`src/rtl/fetch_pc_controller.sv`:
```
// fetch_pc_controller: RV32 fetch sequencer owning the PC, imem req/ready handshake,
// a 1-entry skid buffer for hazard stalls, and branch/jump redirect with request draining.
module fetch_pc_controller #(
    parameter logic [31:0] RESET_VECTOR = 32'h0000_0000,
    parameter logic [31:0] NOP_INSTR    = 32'h0000_0013
) (
    input  logic        clk,
    input  logic        reset,
    input  logic        stall_i,
    input  logic        redirect_valid,
    input  logic [31:0] redirect_target,
    output logic        imem_req,
    output logic [31:0] imem_addr,
    input  logic        imem_ready,
    input  logic [31:0] imem_rdata,
    output logic        if_valid,
    output logic [31:0] if_pc,
    output logic [31:0] if_instr,
    output logic [31:0] pc_out,
    output logic        redirect_misalign
);
    typedef enum logic [1:0] {BOOT, FETCH, HOLD, DRAIN} state_t;
    state_t state, state_n;
    logic [31:0] pc, pc_n, if_pc_n, if_instr_n, skid_pc, skid_pc_n, skid_instr, skid_instr_n;
    logic [31:0] drain_addr, drain_addr_n;
    logic        if_valid_n, misalign_n;
    assign imem_req  = state == FETCH || state == DRAIN;
    assign imem_addr = state == DRAIN ? drain_addr : pc;
    assign pc_out    = pc;
    always_comb begin
        state_n      = state;
        pc_n         = pc;
        if_valid_n   = if_valid;
        if_pc_n      = if_pc;
        if_instr_n   = if_instr;
        skid_pc_n    = skid_pc;
        skid_instr_n = skid_instr;
        drain_addr_n = drain_addr;
        misalign_n   = 1'b0;
        if (redirect_valid) begin
            pc_n       = {redirect_target[31:2], 2'b00};
            if_valid_n = 1'b0;
            misalign_n = |redirect_target[1:0];
            // an in-flight request cannot be withdrawn, so it is drained instead
            if (state == FETCH && !imem_ready) begin
                drain_addr_n = pc;
                state_n      = DRAIN;
            end else if (state != DRAIN) begin
                state_n = FETCH;
            end
        end else begin
            case (state)
                FETCH: begin
                    if (imem_ready && !stall_i) begin
                        if_valid_n = 1'b1;
                        if_pc_n    = pc;
                        if_instr_n = imem_rdata;
                        pc_n       = pc + 32'd4;
                    end else if (imem_ready) begin
                        skid_pc_n    = pc;
                        skid_instr_n = imem_rdata;
                        pc_n         = pc + 32'd4;
                        state_n      = HOLD;
                    end else if (!stall_i) begin
                        if_valid_n = 1'b0;
                    end
                end
                HOLD: begin
                    if (!stall_i) begin
                        if_valid_n = 1'b1;
                        if_pc_n    = skid_pc;
                        if_instr_n = skid_instr;
                        state_n    = FETCH;
                    end
                end
                DRAIN: begin
                    if_valid_n = 1'b0;
                    state_n    = imem_ready ? FETCH : DRAIN;
                end
                default: state_n = FETCH;
            endcase
        end
    end
    always_ff @(posedge clk or negedge reset) begin
        if (!reset) begin
            state             <= BOOT;
            pc                <= RESET_VECTOR;
            if_valid          <= 1'b0;
            if_pc             <= 32'h0;
            if_instr          <= NOP_INSTR;
            skid_pc           <= 32'h0;
            skid_instr        <= 32'h0;
            drain_addr        <= 32'h0;
            redirect_misalign <= 1'b0;
        end else begin
            state             <= state_n;
            pc                <= pc_n;
            if_valid          <= if_valid_n;
            if_pc             <= if_pc_n;
            if_instr          <= if_instr_n;
            skid_pc           <= skid_pc_n;
            skid_instr        <= skid_instr_n;
            drain_addr        <= drain_addr_n;
            redirect_misalign <= misalign_n;
        end
    end
endmodule

```
`config.mk`:
```
export PLATFORM = sky130hd
export DESIGN_NAME = fetch_pc_controller
export DESIGN_NICKNAME = d
export VERILOG_FILES = /design/src/rtl/fetch_pc_controller.sv
export SDC_FILE = /design/constraint.sdc
export NUM_CORES = 1
export LEC_CHECK = 0
export ABC_AREA = 1
export CAP_MARGIN = 20
export CORE_AREA = 3 3 132 146
export DETAILED_ROUTE_END_ITERATION = 10
export DIE_AREA = 0 0 135 149
export PLACE_DENSITY = 0.76
export SLEW_MARGIN = 20
export SYNTH_ARGS = -nofsm -noshare
export SYNTH_HDL_FRONTEND = slang
export SYNTH_SLANG_ARGS = --single-unit
```
`constraint.sdc`:
```
create_clock -name clk -period 4.08 [get_ports clk]
set_input_delay 0.408 -clock clk [delete_from_list [all_inputs] [get_ports clk]]
set_output_delay 0.408 -clock clk [all_outputs]
set_load 0.03 [all_outputs]
```
======== Word-level counts from Yosys, hierarchy flattened ========
Index checks and enable logic that the tools add are counted.
storage, ports and cells
  register bits after elaboration ......... 196
  latch bits .............................. 0
  bits in writable memories ............... 0
  bits in read-only memories .............. 0
  input port bits ......................... 69
  output and inout bits ................... 131
  logic and storage cells ................. 66
  memories kept ........................... 0
cells by class
  add/subtract/negate cells ............... 1
  $mul .................................... 0
  divide/modulo/power cells ............... 0
  order comparisons ....................... 0
  eq/ne operators ......................... 12
  shift operators ......................... 0
  mux-type cells .......................... 26
  bitwise logic cells ..................... 2
  reduce and logical (&&, ||, !) cells .... 16
operators with widths
  operator                                        count
  two-way mux 32 bit                              9
  one-hot mux 32 bit (2 select lines)             2
  adder 32 x 3 -> 32 bit (second input constant)  1
  AND reduction 4 bit                             4
  two-way mux 2 bit                               7
  != test 3 bit (second input constant)           3
  != test 4 x 3 -> 1 bit (second input constant)  2
  two-way mux 1 bit                               6
  one-hot mux 2 bit (3 select lines)              1
  == test 2 bit (second input constant)           2
  != test 2 bit (second input constant)           2
  AND reduction 2 bit                             2
  nonzero test 2 bit                              2
  nonzero test 4 bit                              1
  != test 3 x 1 -> 1 bit (second input constant)  1
  one-hot mux 1 bit (3 select lines)              1
  nonzero test 3 bit                              1
  == test 2 x 1 -> 1 bit (second input constant)  1
  logical AND 1 bit                               2
  zero test 1 bit                                 2
  != test 2 x 1 -> 1 bit (second input constant)  1
  NOT 1 bit                                       2
  OR reduction 2 bit                              1
  logical OR 1 bit                                1

======== Depth between registers and ports, before layout ========
  word-level depth ........................ 5
  gate-level depth with buffers ........... 10
  mapped depth without buffers ............ 10

======== Worst setup path after synthesis ========
OpenSTA, ideal clock, no wires.
  path kind ............................... reg-to-output
  from .................................... register state[0]
  to ...................................... output port imem_addr[10]
  data arrival time ....................... 1.532 ns
  data required time ...................... 3.672 ns
  path slack .............................. 2.140 ns
  stages on the path, launching flop included .. 5
  path buffers ............................ 1
  cells stage by stage .................... dfrtp_1 > nand2_1 > clkinv_1 > clkbuf_1 > o21ai_0
between the ends
  word-level cells in the longest chain between the ends .. 2
RTL lines
  item                    line  source
  from (decl)             23    state_t state, state_n;
  from (signal assigned)  96    state <= state_n;
  == test 2 bit           28    assign imem_addr = state == DRAIN ? drain_addr : pc;
  two-way mux 32 bit      28
  to (decl)               13    output logic [31:0] imem_addr,
Every way passes these cells.

======== Worst setup path in the final report ========
  from .................................... register state[0]
  to ...................................... output port imem_addr[16]
Same word-level chain as after synthesis.

==> reports/summary.txt <==
critical path type - flip-flop to output port
Synth area leaders - dfrtp_1 (52%), nand2_1 (14%), nor2_1 (7.5%)
chip height - 149 µm
Clk network pwr share - 19.7%
hold buffers post-CTS - 0
Residual DRC - 0
RSZ-0062 raised after global routing - false
Net Sw Frac - 40.5%
total wire length - 24.7 mm
Resized Gates After CTS - 0
Setup crit start - state[0]
Synth cell types - 29
largest net degree at the start of global routing - 126
All-Layer GR Usage - 25.1%
metal2 WL - 11.6 mm
GPL Wtd Cong - 0.894
wire length on met3 - 1.71 mm
worst slew pin tran - 1.01 ns
Comb pwr share - 42.8%
internal power - 5.11 mW
Relative slew margins - 32.7%
Initial Utilization - 49.9%
ANT nets after route - 0
vias - 7967
Post-CTS Setup Repair Bufs - 0
Placement Setup Slack - 1.27 ns
final hold violations - 0
Pre-antenna DRT Iters - 6
Crit. End Element - output port
dpl hpwl - 17.3 mm
vias in the first global route - 7658
worst hold path class - input pin to async pin
reg2reg setup slack - 1.81 ns
core outline area - 0.0178 mm²
CP Max Fanout - 43
Cell Pwr Density - 746 mW/mm²
Netlist Area Pre-Place - 0.00888 mm²
row count - 51
initial antenna violation count - 0
asr flop ratio synth - 100%
status - finished clean
Yosys warning count - 0
register area share after synthesis - 53.0%
I/O pins - 200
initial detailed-routing violation count - 666
Post-synth EDFFs - 0
die span in x - 135 µm
min Tclk post-route - 3.21 ns
post-route setup slack - 0.874 ns
global route overflow - 0
Max Slew Vio Count - 0
share of cells above drive strength 1 - 6.69%
WP data required - 3.67 ns
# clock sinks - 188
Root Driver - clkbuf_16
uppermost routed layer - met4
worst vdd ir - 0.442 mV
via/cell ratio - 5.28
Final Cycle Share - 78.6%
CTS Buf Count - 17
Max Root-Sink Buffers - 2
syn_area_per_cell - 8.11 µm²
R2R depth - 8
first-pass GRT wire length - 40.0 mm
P&R area growth vs syn - 29.8%
H-tree levels - 4
share of power burned in registers - 37.5%
placed instance area - 0.0109 mm²
Hold Slack - 0.0879 ns
CTS tree - done
routed len/inst - 16.4 µm
later-pin clock latency in the skew report - 0.43 ns
reg2reg end - pc_out[16]
Worst Setup Start Kind - flip-flop
post-route insts no fill - 1508
final instance area - 0.0115 mm²
top cell type's share of synthesized area - 52.2%
Multi-input gate area - 0.00366 mm²
fmax - 312 MHz
top post-synthesis cells by count - nand2_1 (333), dfrtp_1 (185), nor2_1 (178)
max cap viols - 0
most common cell in the netlist - nand2_1
placed cells - 1476
filler cell count - 1535
Port-buffer cells - 193
clk slew on worst S/H paths - 0.07 ns
DIE AREA - 0.0201 mm²
Psw - 3.48 mW
# diodes - 0
Synth Instances - 1095
setup TNS - 0 ns
CP Data Arrival Time - 2.80 ns
Final Setup Violations - 0
nets@finish - 1327
Yosys top cell by area - dfrtp_1
register area - 0.00471 mm²
Reg-to-Reg Start - state[1]
Leak - 5.07 nW
top_reg_cell synth - dfrtp_1
Worst Skew - 0.0112 ns
Seq cells post-synth - 188
Met1 Wirelength - 10.9 mm
[worst max-delay path by stage]
| stage | end | cells past startpoint | slack [ns] |
|---|---|---|---|
| after floorplan | imem_addr[10] | 4 | 2.14 |
| after global placement | pc_out[16] | 8 | 1.35 |
| after detailed placement | pc_out[16] | 8 | 1.27 |
| after CTS | imem_addr[11] | 5 | 0.86 |
| after global routing | imem_addr[19] | 5 | 0.69 |
| final | imem_addr[16] | 5 | 0.87 |
[power groups by stage]
stage / Clock, mW / Combinational, mW / Sequential, mW
finish: 1.70 / 3.68 / 3.22
global route: 1.80 / 3.98 / 3.33
CTS: 1.73 / 3.71 / 3.22
detailed placement: 0 / 3.70 / 3.25
global placement: 0 / 3.63 / 3.22
floorplan: 0 / 1.52 / 3.84
[cells by family (layout without fill, tap and decap cells)]
kind of cell,after synthesis,count (layout),share of synthesized area (%)
muxes,32,32,4.06
buffers and inverters,121,291,6.17
xor gates and xnor gates,2,2,0.197
and+or+nand+nor,558,558,24.4
other,1,6,0.0422
AOI/OAI and AO/OA,192,192,11.9
adders and majority gates,1,1,0.141
DFF,188,188,53.0
[state kept, by name, indices dropped and copies added (netlist names)]
signal,cells
pc_out,30
if_instr,32
state,2
if_valid,1
skid_instr,32
drain_addr,30
redirect_misalign,1
if_pc,30
skid_pc,30
[metal layers]
layer  GRT usage, %  up-vias
met5              0        -
met4           8.37        0
met3           3.85       28
met2           39.6      302
met1           35.9     3757
li1               -     3880
[layout make-up]
type                    instances  area share [%]
repair buffers                205            17.8
inverters                      54            1.77
clock buffers                  18            3.73
well taps                     238            2.59
flip-flops and latches        188            40.9
clock inverters                14            1.49
multi-input cells             791            31.8
[critical path, cell delays in order, from the launching register on]
cell	delay (ns)
dfrtp_1	0.48
nand2_1	0.12
clkinv_1	0.38
buf_4	0.42
o21ai_0	0.25
clkdlybuf4s50_1	0.71
[per-stage QoR]
stage	power [mW]	utilization (%)
after floorplan	5.37	-
after global placement	6.85	61.3
after detailed placement	6.95	61.3
after CTS	8.66	64.7
after global routing	9.12	64.7
final	8.59	64.7
[layout by cell type, fill, tap and decap left out, drive strengths merged, types with 5 or more instances in the layout]
cell and instances:
conb 6, clkdlybuf4s50 192, nor3 5, nor2 178, buf 12, a31oi 64, inv 61, nand3 40
clkbuf 19, nand2 333, dfrtp 185, o21ai 78, a21oi 41, mux2 32
Power figures use the tool's default switching activity.
